File: config.mk
export PLATFORM = sky130hd
export DESIGN_NAME = seq_multiplier
export DESIGN_NICKNAME = d
export VERILOG_FILES = /design/src/rtl/cn_pkg.sv /design/src/rtl/Adder.sv /design/src/rtl/seq_multiplier.sv
export SDC_FILE = /design/constraint.sdc
export NUM_CORES = 1
export LEC_CHECK = 0
export BUFFER_PORTS_ARGS = -buffer_cell sky130_fd_sc_hd__clkbuf_2
export CORE_MARGIN = 2
export CORE_UTILIZATION = 37
export CTS_BUF_LIST = sky130_fd_sc_hd__clkbuf_4
export CTS_CLUSTER_SIZE = 20
export DETAILED_ROUTE_END_ITERATION = 7
export GPL_TIMING_DRIVEN = 0
export MAX_ROUTING_LAYER = met4
export PLACE_DENSITY_LB_ADDON = 0.3
export REMOVE_ABC_BUFFERS = 1
export SLEW_MARGIN = 20
export SYNTH_ARGS = -nofsm -noshare
export SYNTH_HDL_FRONTEND = slang
export SYNTH_SLANG_ARGS = --single-unit
File: constraint.sdc
create_clock -name clk -period 3.7 [get_ports clk]
set_input_delay 0.555 -clock clk [delete_from_list [all_inputs] [get_ports clk]]
set_output_delay 0.555 -clock clk [all_outputs]
set_load 0.01 [all_outputs]
File: src/rtl/cn_pkg.sv
// Shared CN datapath definitions: MUL unit state encoding and sizing constants.
package cn_pkg;

    typedef enum logic [2:0] {
        IDLE   = 3'd0,
        RUN    = 3'd1,
        NEG_LO = 3'd2,
        NEG_HI = 3'd3,
        DONE   = 3'd4
    } mul_state_t;

    localparam int MUL_ITER = 8;
    localparam int MUL_W    = 8;

    // Two's-complement magnitude; 0x80 maps to 0x80, which is correct read as unsigned.
    function automatic logic [MUL_W-1:0] mul_abs(input logic [MUL_W-1:0] v);
        return v[MUL_W-1] ? (~v + {{(MUL_W-1){1'b0}}, 1'b1}) : v;
    endfunction

endpackage

File: src/rtl/Adder.sv
// 8-bit adder with carry in/out; the only arithmetic resource of the MUL datapath.
module Adder (
    input  logic [7:0] A,
    input  logic [7:0] B,
    input  logic       Cin,
    output logic [7:0] Sum,
    output logic       Cout
);

    assign {Cout, Sum} = {1'b0, A} + {1'b0, B} + {8'd0, Cin};

endmodule

File: src/rtl/seq_multiplier.sv
// Sequential 8x8 shift-and-add multiplier, start/done handshake, 9-cycle latency.
// SEQ_MULT_SIGNED_EN: two's-complement operands, result negated via the adder (11 cycles).
module seq_multiplier
    import cn_pkg::*;
#(
    parameter int WIDTH = MUL_W
) (
    input  logic               clk,
    input  logic               rst,
    input  logic               start,
    input  logic [WIDTH-1:0]   a,
    input  logic [WIDTH-1:0]   b,
    output logic               busy,
    output logic               done,
    output logic [2*WIDTH-1:0] product
);

    mul_state_t         state_q, state_d;
    logic [MUL_W-1:0]   m_q, m_d;
    logic [MUL_W-1:0]   acc_q, acc_d;
    logic [MUL_W-1:0]   q_q, q_d;
    logic [2:0]         cnt_q, cnt_d;
    logic [2*MUL_W-1:0] prod_q, prod_d;
`ifdef SEQ_MULT_SIGNED_EN
    logic               c_q, c_d;
    logic               neg_q, neg_d;
`endif

    logic [MUL_W-1:0]   add_a, add_b, add_sum;
    logic               add_cin, add_cout;
    logic               last_iter;

    assign last_iter = (cnt_q == 3'(MUL_ITER - 1));

    Adder u_adder (
        .A    (add_a),
        .B    (add_b),
        .Cin  (add_cin),
        .Sum  (add_sum),
        .Cout (add_cout)
    );

    always_ff @(posedge clk) begin
        if (rst) begin
            state_q <= IDLE;
            m_q     <= '0;
            acc_q   <= '0;
            q_q     <= '0;
            cnt_q   <= '0;
            prod_q  <= '0;
`ifdef SEQ_MULT_SIGNED_EN
            c_q     <= 1'b0;
            neg_q   <= 1'b0;
`endif
        end else begin
            state_q <= state_d;
            m_q     <= m_d;
            acc_q   <= acc_d;
            q_q     <= q_d;
            cnt_q   <= cnt_d;
            prod_q  <= prod_d;
`ifdef SEQ_MULT_SIGNED_EN
            c_q     <= c_d;
            neg_q   <= neg_d;
`endif
        end
    end

    always_comb begin
        state_d = state_q;
        case (state_q)
            IDLE:    if (start) state_d = RUN;
`ifdef SEQ_MULT_SIGNED_EN
            RUN:     if (last_iter) state_d = NEG_LO;
`else
            RUN:     if (last_iter) state_d = DONE;
`endif
            NEG_LO:  state_d = NEG_HI;
            NEG_HI:  state_d = DONE;
            DONE:    state_d = IDLE;
            default: state_d = IDLE;
        endcase
    end

    // Adder input mux: partial-product add in RUN, ~x + carry for the negate stages.
    always_comb begin
        add_a   = acc_q;
        add_b   = '0;
        add_cin = 1'b0;
        case (state_q)
            RUN:     add_b = q_q[0] ? m_q : '0;
`ifdef SEQ_MULT_SIGNED_EN
            NEG_LO:  begin add_a = ~q_q;   add_cin = 1'b1; end
            NEG_HI:  begin add_a = ~acc_q; add_cin = c_q;  end
`endif
            default: ;
        endcase
    end

    always_comb begin
        m_d    = m_q;
        acc_d  = acc_q;
        q_d    = q_q;
        cnt_d  = cnt_q;
        prod_d = prod_q;
`ifdef SEQ_MULT_SIGNED_EN
        c_d    = c_q;
        neg_d  = neg_q;
`endif
        case (state_q)
            IDLE: if (start) begin
                acc_d = '0;
                cnt_d = '0;
`ifdef SEQ_MULT_SIGNED_EN
                m_d   = mul_abs(a);
                q_d   = mul_abs(b);
                c_d   = 1'b0;
                neg_d = a[MUL_W-1] ^ b[MUL_W-1];
`else
                m_d   = a;
                q_d   = b;
`endif
            end
            RUN: begin
                // {C,ACC,Q} <= {Cout,Sum,Q} >> 1; C always lands at 0.
                acc_d = {add_cout, add_sum[MUL_W-1:1]};
                q_d   = {add_sum[0], q_q[MUL_W-1:1]};
                cnt_d = cnt_q + 3'd1;
`ifdef SEQ_MULT_SIGNED_EN
                c_d   = 1'b0;
`else
                if (last_iter) prod_d = {acc_d, q_d};
`endif
            end
`ifdef SEQ_MULT_SIGNED_EN
            NEG_LO: if (neg_q) begin
                q_d = add_sum;
                c_d = add_cout;
            end
            NEG_HI: begin
                if (neg_q) acc_d = add_sum;
                prod_d = {acc_d, q_q};
            end
`endif
            default: ;
        endcase
    end

    always_comb begin
        busy    = (state_q != IDLE);
        done    = (state_q == DONE);
        product = prod_q;
    end

endmodule

* Word-level counts from Yosys, hierarchy flattened *
Index checks and enable logic that the tools add are counted.

operators by class
  $add $sub $neg = 2
  multiply operators = 0
  divide/modulo/power cells = 0
  order comparisons = 0
  equal/unequal tests = 7
  shift-type cells = 0
  mux-type cells = 11
  bitwise gates (word level) = 0
  reductions and logical operators = 7

operators with widths
  operator               number
  $mux W8                4
  $pmux W8 S2            2
  $pmux W3 S4            1
  $add A8 B8 Y9          1
  $mux W3                3
  $reduce_and A2 Y1      4
  $eq A3 B2 Y1 const B   2
  $eq A3 B3 Y1 const B   2
  $pmux W3 S2            1
  $ne A2 B2 Y1 const B   2
  $add A3 B1 Y3 const B  1
  $eq A3 B1 Y1 const B   1
  $logic_not A3 Y1       1
  $reduce_bool A3 Y1     1
  $reduce_bool A2 Y1     1

storage, ports and cells
  bits in registers = 46
  bits in latches = 0
  memory bits (writable) = 0
  memory bits (read-only) = 0
  input port bits = 19
  output and inout port bits = 18
  word-level logic and storage cells = 33
  memories = 0

* Logic depth before layout (Yosys ltp) *
Gate-level depths: netlist of the first run.

  word-level depth = 4
  mapped depth = 9
  mapped depth without buffers = 8

* Modules after synthesis *
A second synthesis of the first run with hierarchy kept.

second synthesis, totals
  cell total of the unflattened synthesis = 271
  area total of the unflattened synthesis = 2,207.1 um^2

by module, submodules not included
  module          instances  cells each  area an instance (um^2)  sequential area each (um^2)
  seq_multiplier  1          231         1,875.5                  920.9
  Adder           1          40          331.6                    0.0

* Worst setup path after synthesis of the first run *
Ideal clock, no wire load.

  kind = reg2reg
  start = reg state_q[0]
  end = reg prod_q[14], in the netlist product[14]
  setup time = 62 ps
  arrival = 2,523 ps
  required time = 3,638 ps
  path slack = 1,115 ps
  stages on the path, launching flop included = 9
  path buffers = 1
  clock period less this slack = 2,585 ps
  cells stage by stage = dfxtp_1 nor3b_1 clkbuf_1 and3_1 ha_1 a21o_1 a31o_2 or4_1 nand3_1

on the way
  word-level cells in the longest chain between the ends = 3
  elaborated cells between the ends (all ways) = 4
  classes of those cells = 1 x add/sub; 1 x eq/ne; 1 x mux; 1 x reduce/logical

ends and longest elaborated chain
  element                   line                                         source
  start: declaration        seq_multiplier.sv:18                         mul_state_t state_q, state_d;
  start signal: assignment  seq_multiplier.sv:56                         state_q <= state_d;
  $eq A3 B1 Y1 (*)          seq_multiplier.sv:90, seq_multiplier.sv:110
  $mux W8                   seq_multiplier.sv:90                         case (state_q)
  $add A8 B8 Y9             Adder.sv:10                                  assign {Cout, Sum} = {1'b0, A} + {1'b0, B} + {8'd0, Cin};
  end signal: assignment    seq_multiplier.sv:61                         prod_q <= prod_d;
  end: declaration          seq_multiplier.sv:23                         logic [2*MUL_W-1:0] prod_q, prod_d;

Mark *: on every way between the ends. The rest lies on a longest branch, timed or not.
A chain may end at the register's enable or synchronous reset.

* Worst setup path in the final report of the first run *
  start = reg state_q[0]
  end = reg prod_q[13], in the netlist product[13]

Same word-level chain as after synthesis.

==> tab_implementation.tex, run 1 <==
\begin{tabular}{lr}
\hline
Metric & Value \\
\hline
\multicolumn{2}{l}{\textbf{STA}} \\
Fin. Hold Viols & 0 \\
Worst-margin pin slew & 1030 ps \\
Fin. max-slew vios & 0 \\
Fmax achieved & roughly 0.38 GHz \\
Share of the clock period used by the worst path & 0.717 \\
Worst max-slew margin expressed relative to the limit & 0.311 \\
Post-route clock skew & 13.1 ps \\
Unrepaired setup endpoints after global routing & no \\
Setup ws final & 1050 ps \\
Post-layout min period & roughly 2700 ps \\
Final Setup Violations & 0 \\
Total negative slack for setup checks & 0 ps \\
\multicolumn{2}{l}{\textbf{Min path}} \\
Worst Min Path Start & a[6] \\
Min-delay worst type & input port to flop \\
\multicolumn{2}{l}{\textbf{Clock network}} \\
Number of instances resized during post-cts repair & 0 \\
Root buffer cell & sky130\_fd\_sc\_hd\_\_clkbuf\_4 \\
Number of levels the H-tree was split into & 2 \\
CTS buffer count & 5 \\
Clock transition at the registers of the reported paths & 140 ps \\
Clock tree from TritonCTS & built \\
Latest clock arrival within the worst-skew pair & $\sim$360 ps \\
Largest buffer count on any clock path & 2 \\
CTS sink count & 46 \\
Count of buffers added by post-CTS timing repair for setup & 0 \\
Hold buffers post-CTS & 0 \\
\multicolumn{2}{l}{\textbf{Logic synthesis}} \\
Main combinational cell family by area after synthesis & simple AND/OR/NAND/NOR gates \\
Adder-cell share of the synthesized area & 0.0668 \\
Average cell area after synthesis & roughly 8.4 sq um \\
XOR/XNOR Fraction of Synth Area & 0.0121 \\
Yosys cell types & 40 \\
Cell type with the largest total area after synthesis & sky130\_fd\_sc\_hd\_\_dfxtp\_1 \\
Most common library cells after synthesis & 59 x sky130\_fd\_sc\_hd\_\_nand2\_1, 46 x sky130\_fd\_sc\_hd\_\_dfxtp\_1, 30 x sky130\_fd\_sc\_hd\_\_a21oi\_1, 11 x sky130\_fd\_sc\_hd\_\_nand3\_1 \\
Leading cell types by total area after synthesis & sky130\_fd\_sc\_hd\_\_dfxtp\_1 42\%, sky130\_fd\_sc\_hd\_\_nand2\_1 10\%, sky130\_fd\_sc\_hd\_\_a21oi\_1 6.9\% \\
Total standard cell area after synthesis & 0.00217 sq mm \\
Main synth FF type & sky130\_fd\_sc\_hd\_\_dfxtp\_1 \\
Number of enable flip-flop cells after synthesis & 0 \\
Most frequent cell after synthesis & sky130\_fd\_sc\_hd\_\_nand2\_1 \\
Post-Synthesis Cells & 260 \\
Area fraction in and, or, nand and nor cells after synthesis & 0.294 \\
Compound-gate portion of the synthesized area & 0.159 \\
Post-synth top area share & 0.424 \\
Syn. warnings & 0 \\
FF+latch count, synth & 46 \\
Synth async-reset ratio & 0 \\
Mux cell area share after synthesis & 0 \\
Seq/Total Area, Yosys & 0.424 \\
\multicolumn{2}{l}{\textbf{Route}} \\
Mean routed wirelength per cell & 12.7 um \\
Average vias per placed instance & 5.19 \\
Count of unresolved DRC violations after routing & 0 \\
Drt pass-1 iters & 4 \\
Wire length reported by the detailed router & 4580 um \\
Initial drt markers & 143 \\
Number of routed nets with antenna violations & 0 \\
Vias after detailed routing & 1867 \\
\multicolumn{2}{l}{\textbf{Placement}} \\
Hpwl dp & 2950 um \\
DP Worst Slack & 1060 ps \\
Port-buffer cells & 36 \\
Routability-driven placement congestion ratio & 0.808 \\
\multicolumn{2}{l}{\textbf{Layout}} \\
Share of cells above drive strength 1 & 0.174 \\
Nets & between 300 and 400 \\
Final antenna diode count & 0 \\
Layout area overhead & 11.8\% \\
\multicolumn{2}{l}{\textbf{Critical path}} \\
Slack of the worst reg-to-reg path & 1050 ps \\
Critical path's slowest cell & sky130\_fd\_sc\_hd\_\_dfxtp\_1 \\
Peak per-stage delay on the critical path & 500 ps \\
Data arrival, critical path & 2880 ps \\
Req. time, crit path & 3930 ps \\
End of the worst register-to-register path & product[13]\$\_SDFFE\_PP0P\_ \\
Critical Path Fanout Max & 12 \\
Worst setup path end & product[13]\$\_SDFFE\_PP0P\_ \\
Length in cells of the worst reg-to-reg path & 8 \\
Chain of cells forming the critical path & nor3b\_2, buf\_4, and3\_1, ha\_1, a21o\_1, a221oi\_1, xor2\_1, o31ai\_1 \\
Type of element capturing the critical path & flop \\
Worst setup startpoint & state\_q[0]\$\_SDFFE\_PP0P\_ \\
Worst reg2reg path startpoint & state\_q[0]\$\_SDFFE\_PP0P\_ \\
Category of the worst setup path launch point & flop \\
Category of the critical setup timing path & flop to flop \\
\multicolumn{2}{l}{\textbf{Outcome}} \\
Status & complete, no violations \\
\multicolumn{2}{l}{\textbf{Global routing}} \\
Global-route wire length before repair & roughly 7700 um \\
Total grt overflow & 0 \\
Number of global-route vias before repair & 1662 \\
Initial antenna violation count & 0 \\
Largest net degree at the start of global routing & 56 \\
Total global routing track utilization & 0.154 \\
\multicolumn{2}{l}{\textbf{Power}} \\
Internal Power & 612 uW \\
Clock network power share & 0.291 \\
Switching power & 228 uW \\
Peak supply drop & 0.178 mV \\
Logic pwr share & 0.088 \\
Switching fraction of total power & 0.271 \\
Sequential share of power & 0.621 \\
Power density over the cells & 346 mW/mm\^{}2 \\
Leakage power of the design & slightly above 0.001 uW \\
\multicolumn{2}{l}{\textbf{Die}} \\
Core outline area & 0.00557 sq mm \\
Site row count & 27 \\
Die Span Y & approximately 81 um \\
Initial Util & 0.390 \\
Horizontal die dimension & roughly 81 um \\
Die Area & about 0.0065 sq mm \\
Top-level port count & 37 \\
\multicolumn{2}{l}{\textbf{Run}} \\
Max-cap check violation count & 0 \\
\hline
\end{tabular}
## state kept, by name (all words and copies together), names as in the netlist
register	flops
acc_q	8
cnt_q	3
q_q	8
state_q	3
product	16
m_q	8
## cell type report
class / instances / area, sq um
well taps: 72 / 90.1
multi-input cells: 196 / 1170
clock inverters: 3 / 21.3
fillers: 568 / 3150
clock buffers: 5 / 37.5
inverters: 1 / 3.75
flip-flops and latches: 46 / 921
repair buffers: 37 / 188
## per-layer routing
| layer | global-route usage | part of all wire | up-vias |
|---|---|---|---|
| li1 | - | - | 976 |
| met1 | 0.201 | 0.50 | 852 |
| met2 | 0.238 | 0.45 | 34 |
| met3 | 0.0348 | 0.039 | 5 |
| met4 | 0.0508 | 0.014 | 0 |
| met5 | - | 0 | - |
## cell families after synthesis
kind of cell | count (synthesis)
xor+xnor | 3
flops | 46
fa+ha+maj | 11
buf+inv | 18
compound gates | 57
simple gates | 125
## worst min-delay path by stage
stage | endpoint | slack, ps | depth (start not counted)
after floorplan | m_q[0]$_SDFFE_PP0P_ | 430 | 2
after global placement | m_q[3]$_SDFFE_PP0P_ | 440 | 2
after detailed placement | m_q[0]$_SDFFE_PP0P_ | 440 | 2
after CTS | m_q[6]$_SDFFE_PP0P_ | 380 | 3
after global routing | m_q[6]$_SDFFE_PP0P_ | 380 | 3
final | m_q[6]$_SDFFE_PP0P_ | 390 | 3
## placed cells by master, fill, tap and decap left out, drive strengths merged, types with 2 or more instances in the layout
master / n
ha: 10
or4: 4
nand4b: 5
a311oi: 8
nand2b: 4
or3: 3
o31ai: 3
and3: 9
a21oi: 30
nor4b: 2
dfxtp: 46
nand2: 59
o21ai: 8
clkinv: 2
xor2: 3
nand3: 11
nor3: 5
clkbuf: 41
nor3b: 2
a21o: 3
nand3b: 4
nor2: 11
## per-stage QoR
| step | hold WS (ps) | util | area, sq um | std cells | power, uW |
|---|---|---|---|---|---|
| 2_1_floorplan | 426 | - | 2080 | 243 | 571 |
| 3_3_place_gp | 440 | 0.422 | 2350 | 351 | 604 |
| 3_5_place_dp | 444 | 0.424 | 2360 | 352 | 606 |
| 4_1_cts | 381 | 0.435 | 2420 | 360 | 854 |
| 5_1_grt | 375 | 0.435 | 2430 | 360 | 886 |
| 6_report | 392 | 0.435 | 2430 | 360 | 840 |
## critical path, delay by kind of cell, from the launching register on
family                   cells  cell delay (ps)
flip-flops                   1              500
XOR/XNOR                     1              260
buffers and inverters        1              230
AO/OA/AOI/OAI                3              750
AND/OR/NAND/NOR              2              490
adder cells (fa/ha/maj)      1              280
## power groups by stage
stage          Clock [uW]  Sequential, uW  Combinational [uW]
2_1_floorplan           0             529                42.6
3_3_place_gp            0             532                72.1
3_5_place_dp            0             532                74.3
4_1_cts               258             521                74.2
5_1_grt               278             524                83.1
6_report              245             522                73.6
Note: power is estimated with default switching activity, not from simulation.
==> inputs of run 2 (changes only) <==
==> constraint.sdc (replaced) <==
create_clock -name clk -period 2.3 [get_ports clk]
set_input_delay 0.345 -clock clk [delete_from_list [all_inputs] [get_ports clk]]
set_output_delay 0.345 -clock clk [all_outputs]
set_load 0.01 [all_outputs]
==> tab_implementation.tex, run 2 (synthesis gave the netlist of run 1 again) <==
\begin{tabular}{lr}
\hline
Metric & Value \\
\hline
\multicolumn{2}{l}{\textbf{Outcome}} \\
Status & complete, no violations \\
\multicolumn{2}{l}{\textbf{Global routing}} \\
Total global routing track utilization & 0.159 \\
Initial antenna violation count & 0 \\
Met1 capacity usage during global routing & 0.208 \\
Largest net degree at the start of global routing & 56 \\
Total grt overflow & 0 \\
Routing layer with the top usage in global route & met2 \\
GR met2 Demand/Resource & 0.244 \\
Number of global-route vias before repair & 1693 \\
Met3 layer usage reported by global route & 0.0348 \\
Global-route wire length before repair & just under 8000 um \\
\multicolumn{2}{l}{\textbf{Placement}} \\
Hpwl dp & 2950 um \\
Cell area after placement & $\sim$0.0024 sq mm \\
Routability-driven placement congestion ratio & 0.808 \\
\# placed instances & between 300 and 400 \\
Port-buffer cells & 36 \\
\multicolumn{2}{l}{\textbf{Power}} \\
Internal Power & 991 uW \\
Switching power & between 300 and 400 uW \\
Leakage power of the design & 0.00107 uW \\
Sequential share of power & 0.612 \\
Switching fraction of total power & 0.273 \\
Power density over the cells & 523 mW/mm\^{}2 \\
Clock network power share & 0.289 \\
Peak supply drop & 0.272 mV \\
Logic pwr share & 0.098 \\
\multicolumn{2}{l}{\textbf{Clock network}} \\
Root buffer cell & sky130\_fd\_sc\_hd\_\_clkbuf\_4 \\
Clock transition at the registers of the reported paths & roughly 140 ps \\
CTS buffer count & 5 \\
Largest buffer count on any clock path & 2 \\
Latest clock arrival within the worst-skew pair & 360 ps \\
Clock tree from TritonCTS & built \\
CTS sink count & 46 \\
Number of levels the H-tree was split into & 2 \\
\multicolumn{2}{l}{\textbf{Die}} \\
Die Area & around 0.0065 sq mm \\
Site row count & 27 \\
Die Span Y & 80.6 um \\
Horizontal die dimension & 80.6 um \\
Core outline area & 0.00557 sq mm \\
Top-level port count & 37 \\
Initial Util & 0.390 \\
\multicolumn{2}{l}{\textbf{STA}} \\
Post-layout min period & 2280 ps \\
Share of the clock period used by the worst path & 0.992 \\
Worst max-slew margin expressed relative to the limit & 0.301 \\
Worst-margin pin slew & 1050 ps \\
Total negative slack for setup checks & 0 ps \\
Fin. max-slew vios & 0 \\
Final Setup Violations & 0 \\
Unrepaired setup endpoints after global routing & yes \\
Post-route clock skew & 8.88 ps \\
Fmax achieved & 0.438 GHz \\
Fin. Hold Viols & 0 \\
\multicolumn{2}{l}{\textbf{Layout}} \\
Post-route standard cell area excluding fillers & 0.00261 sq mm \\
Share of cells above drive strength 1 & 0.241 \\
Count of placed standard cells in the final layout, fillers left out & 371 \\
Layout area overhead & 20.0\% \\
Nets & 328 \\
Final antenna diode count & 0 \\
Most frequent cells in the layout & 59 x sky130\_fd\_sc\_hd\_\_nand2\_1, 43 x sky130\_fd\_sc\_hd\_\_dfxtp\_1, 36 x sky130\_fd\_sc\_hd\_\_clkbuf\_2, 29 x sky130\_fd\_sc\_hd\_\_a21oi\_1, 11 x sky130\_fd\_sc\_hd\_\_nand3\_1 \\
Max reg flops & 16 \\
Final core utilization & 0.468 \\
Most frequent standard cell in the layout excluding fill and tap cells & sky130\_fd\_sc\_hd\_\_nand2\_1 \\
\multicolumn{2}{l}{\textbf{Route}} \\
Mean routed wirelength per cell & 13.2 um \\
Wire length reported by the detailed router & 4890 um \\
Initial drt markers & 164 \\
Average vias per placed instance & 5.12 \\
Drt pass-1 iters & 4 \\
Count of unresolved DRC violations after routing & 0 \\
Number of routed nets with antenna violations & 0 \\
Vias after detailed routing & 1901 \\
\multicolumn{2}{l}{\textbf{Min path}} \\
Min-delay worst type & input port to flop \\
\multicolumn{2}{l}{\textbf{Critical path}} \\
Category of the critical setup timing path & flop to flop \\
Type of element capturing the critical path & flop \\
Slack of the worst reg-to-reg path & 20 ps \\
Data arrival, critical path & 2510 ps \\
Req. time, crit path & 2530 ps \\
Buf/Inv on CP & 1 \\
Chain of cells forming the critical path & nor3b\_4, buf\_6, and3\_4, ha\_4, fa\_2, a21o\_1, a221oi\_2, xor2\_1, o31ai\_1 \\
Cell family with the largest share of critical-path delay & compound AO/OA/AOI/OAI gates \\
Critical Path Fanout Max & 6 \\
Category of the worst setup path launch point & flop \\
Critical path's slowest cell & sky130\_fd\_sc\_hd\_\_dfxtp\_4 \\
Peak per-stage delay on the critical path & 370 ps \\
\multicolumn{2}{l}{\textbf{Run}} \\
Max-cap check violation count & 0 \\
\hline
\end{tabular}
[run 2: timing repair]
action,CTS,global route
pin swaps,6,7
gates resized for setup,12,8
setup endpoints to repair,12,12
setup buffers,8,3
cloned,0,0
hold buffers,0,0
[run 2: path summary, 6_finish.rpt]
kind | to | start | cells past startpoint
hold / removal | m_q[6]$_SDFFE_PP0P_ | a[6] | 3
hold reg to reg | product[10]$_SDFFE_PP0P_ | product[10]$_SDFFE_PP0P_ | 2
setup reg to reg | product[13]$_SDFFE_PP0P_ | state_q[0]$_SDFFE_PP0P_ | 9
setup / recovery | product[13]$_SDFFE_PP0P_ | state_q[0]$_SDFFE_PP0P_ | 9
[run 2: layer usage]
metal  part of all wire  wire length (um)  vias up
met3              0.030               149        2
met5                  0                 0        -
met4             0.0070                34        0
met1               0.51              2490      868
li1                   -                 -     1002
met2               0.45              2210       29
[run 2: per-stage QoR]
step | total power (uW) | setup slack, ps | hold WS, ps
floorplan | 919 | -455 | 414
CTS | 1380 | -46.4 | 171
global placement | 972 | -1120 | 440
detailed placement | 976 | -340 | 444
global route | 1440 | -63.8 | 165
finish | 1360 | 18.0 | 184
[run 2: final cells by class]
type / count / area [sq um]
fillers: 549 / 2970
multi-input cells: 196 / 1250
flip-flops and latches: 46 / 932
repair buffers: 48 / 272
well taps: 72 / 90.1
clock buffers: 5 / 37.5
clock inverters: 3 / 21.3
inverters: 1 / 3.75
[run 2: worst min-delay path, cell delays in order]
cell                       delay (ps)
sky130_fd_sc_hd__clkbuf_2          80
sky130_fd_sc_hd__nand2_1           50
sky130_fd_sc_hd__a21oi_1           50
[run 2: power by group through the flow]
stage | combinational [uW] | clock [uW] | sequential, uW
finish | 134 | 395 | 835
global route | 150 | 449 | 839
CTS | 132 | 415 | 837
detailed placement | 120 | 0 | 856
global placement | 116 | 0 | 856
floorplan | 68.5 | 0 | 851
==> inputs of run 3 (changes only) <==
==> constraint.sdc (replaced) <==
create_clock -name clk -period 2.65 [get_ports clk]
set_input_delay 0.3975 -clock clk [delete_from_list [all_inputs] [get_ports clk]]
set_output_delay 0.3975 -clock clk [all_outputs]
set_load 0.01 [all_outputs]
==> tab_implementation.tex, run 3 (synthesis gave the netlist of run 1 again) <==
\begin{tabular}{lr}
\hline
Metric & Value \\
\hline
\multicolumn{2}{l}{\textbf{STA}} \\
Post-layout min period & approximately 2500 ps \\
Worst max-slew margin expressed relative to the limit & 0.312 \\
Fin. Hold Viols & 0 \\
Share of the clock period used by the worst path & 0.945 \\
Fin. max-slew vios & 0 \\
Worst-margin pin slew & 1030 ps \\
Unrepaired setup endpoints after global routing & no \\
Final Setup Violations & 0 \\
Total negative slack for setup checks & 0 ps \\
Post-route clock skew & 14.4 ps \\
Min Hold Slack & 235 ps \\
Fmax achieved & 0.399 GHz \\
\multicolumn{2}{l}{\textbf{Route}} \\
Count of unresolved DRC violations after routing & 0 \\
Number of routed nets with antenna violations & 0 \\
Vias after detailed routing & between 1500 and 2000 \\
Wire length reported by the detailed router & 4640 um \\
Drt pass-1 iters & 4 \\
Average vias per placed instance & 5.10 \\
Mean routed wirelength per cell & 12.9 um \\
Initial drt markers & 132 \\
\multicolumn{2}{l}{\textbf{Die}} \\
Top-level port count & 37 \\
Horizontal die dimension & about 81 um \\
Die Span Y & 80.6 um \\
Core outline area & $\sim$0.0056 sq mm \\
Die Area & 0.00650 sq mm \\
Initial Util & 0.390 \\
Site row count & 27 \\
\multicolumn{2}{l}{\textbf{Critical path}} \\
Critical Path Fanout Max & 12 \\
Req. time, crit path & 2960 ps \\
Category of the worst setup path launch point & flop \\
Category of the critical setup timing path & flop to flop \\
Data arrival, critical path & 2820 ps \\
Type of element capturing the critical path & flop \\
Slack of the worst reg-to-reg path & 140 ps \\
\multicolumn{2}{l}{\textbf{Global routing}} \\
Largest net degree at the start of global routing & 56 \\
Number of global-route vias before repair & around 1700 \\
Total grt overflow & 0 \\
Initial antenna violation count & 0 \\
Met1 capacity usage during global routing & 0.201 \\
Total global routing track utilization & 0.154 \\
Global-route wire length before repair & 7660 um \\
Met3 layer usage reported by global route & 0.0348 \\
Routing layer with the top usage in global route & met2 \\
GR met2 Demand/Resource & 0.238 \\
\multicolumn{2}{l}{\textbf{Placement}} \\
Cell area after placement & 0.00236 sq mm \\
Port-buffer cells & 36 \\
Routability-driven placement congestion ratio & 0.808 \\
Hpwl dp & 2950 um \\
\multicolumn{2}{l}{\textbf{Layout}} \\
Final antenna diode count & 0 \\
Nets & 317 \\
Post-route standard cell area excluding fillers & 0.00245 sq mm \\
Max reg flops & 16 \\
Most frequent cells in the layout & 59 x sky130\_fd\_sc\_hd\_\_nand2\_1, 43 x sky130\_fd\_sc\_hd\_\_dfxtp\_1, 36 x sky130\_fd\_sc\_hd\_\_clkbuf\_2, 29 x sky130\_fd\_sc\_hd\_\_a21oi\_1, 11 x sky130\_fd\_sc\_hd\_\_nand3\_1 \\
Share of cells above drive strength 1 & 0.191 \\
Layout area overhead & 12.7\% \\
Most frequent standard cell in the layout excluding fill and tap cells & sky130\_fd\_sc\_hd\_\_nand2\_1 \\
\multicolumn{2}{l}{\textbf{Clock network}} \\
CTS buffer count & 5 \\
Root buffer cell & sky130\_fd\_sc\_hd\_\_clkbuf\_4 \\
Count of buffers added by post-CTS timing repair for setup & 0 \\
Number of levels the H-tree was split into & 2 \\
Largest buffer count on any clock path & 2 \\
Latest clock arrival within the worst-skew pair & 360 ps \\
Clock transition at the registers of the reported paths & around 140 ps \\
Clock tree from TritonCTS & built \\
CTS sink count & 46 \\
\multicolumn{2}{l}{\textbf{Power}} \\
Peak supply drop & about 0.25 mV \\
Power density over the cells & about 480 mW/mm\^{}2 \\
Pwr Total & 1170 uW \\
Leakage power of the design & 0.00102 uW \\
\multicolumn{2}{l}{\textbf{Run}} \\
Max-cap check violation count & 0 \\
\multicolumn{2}{l}{\textbf{Min path}} \\
Min-delay worst type & input port to flop \\
\multicolumn{2}{l}{\textbf{Outcome}} \\
Status & complete, no violations \\
\hline
\end{tabular}
-- run 3: changes by cell type in the layout (fill, tap and decap cells not counted), sizes merged --
cell / change
buf: -11
-- run 3: path summary, 6_finish.rpt --
| path | start | endpoint | depth (start not counted) |
|---|---|---|---|
| worst max-delay path | state_q[0]$_SDFFE_PP0P_ | acc_q[6]$_SDFFE_PP0P_ | 8 |
| worst min-delay path | a[6] | m_q[6]$_SDFFE_PP0P_ | 3 |
| worst max register to register | state_q[0]$_SDFFE_PP0P_ | acc_q[6]$_SDFFE_PP0P_ | 8 |
| worst min register to register | m_q[0]$_SDFFE_PP0P_ | m_q[0]$_SDFFE_PP0P_ | 2 |
-- run 3: power breakdown --
part           internal [uW]  switching, uW  total (uW)
clock                    104            238         342
combinational           39.7           64.3         104
sequential               713           16.2         729
total                    856            319        1170
-- run 3: critical path: stages (launching register included) --
cell and delay, ps:
sky130_fd_sc_hd__dfxtp_2 440, sky130_fd_sc_hd__nor3b_4 250, sky130_fd_sc_hd__buf_4 210, sky130_fd_sc_hd__and3_1 170
sky130_fd_sc_hd__ha_1 280, sky130_fd_sc_hd__a21o_1 260, sky130_fd_sc_hd__a31o_2 280, sky130_fd_sc_hd__or4_1 460
sky130_fd_sc_hd__nand3_1 90
-- run 3: metal layers --
metal / up-vias / routed length [um]
met3: 5 / 176
met2: 33 / 2080
met5: - / 0
met4: 0 / 63
li1: 974 / -
met1: 825 / 2330
-- run 3: through the flow --
| step | util | setup slack (ps) | instances |
|---|---|---|---|
| 3_5_place_dp | 0.424 | 10.1 | 352 |
| 6_report | 0.439 | 145 | 360 |
| 4_1_cts | 0.436 | 15.7 | 360 |
| 3_3_place_gp | 0.422 | -772 | 351 |
| 2_1_floorplan | - | -105 | 243 |
| 5_1_grt | 0.439 | 5.87 | 360 |
-- run 3: repair_timing --
action                                  4_1_cts  5_1_grt
pin swaps                                     0        0
hold buffers                                  0        0
endpoints found under the setup margin        2        9
resized for setup                             2        4
-- run 3: layout make-up --
type	count	area [sq um]
clock inverter	3	21.3
timing repair buffer	37	188
sequential	46	925
inverter	1	3.75
clock buffer	5	37.5
multi-input combinational	196	1180
tap	72	90.1
fill	569	3130
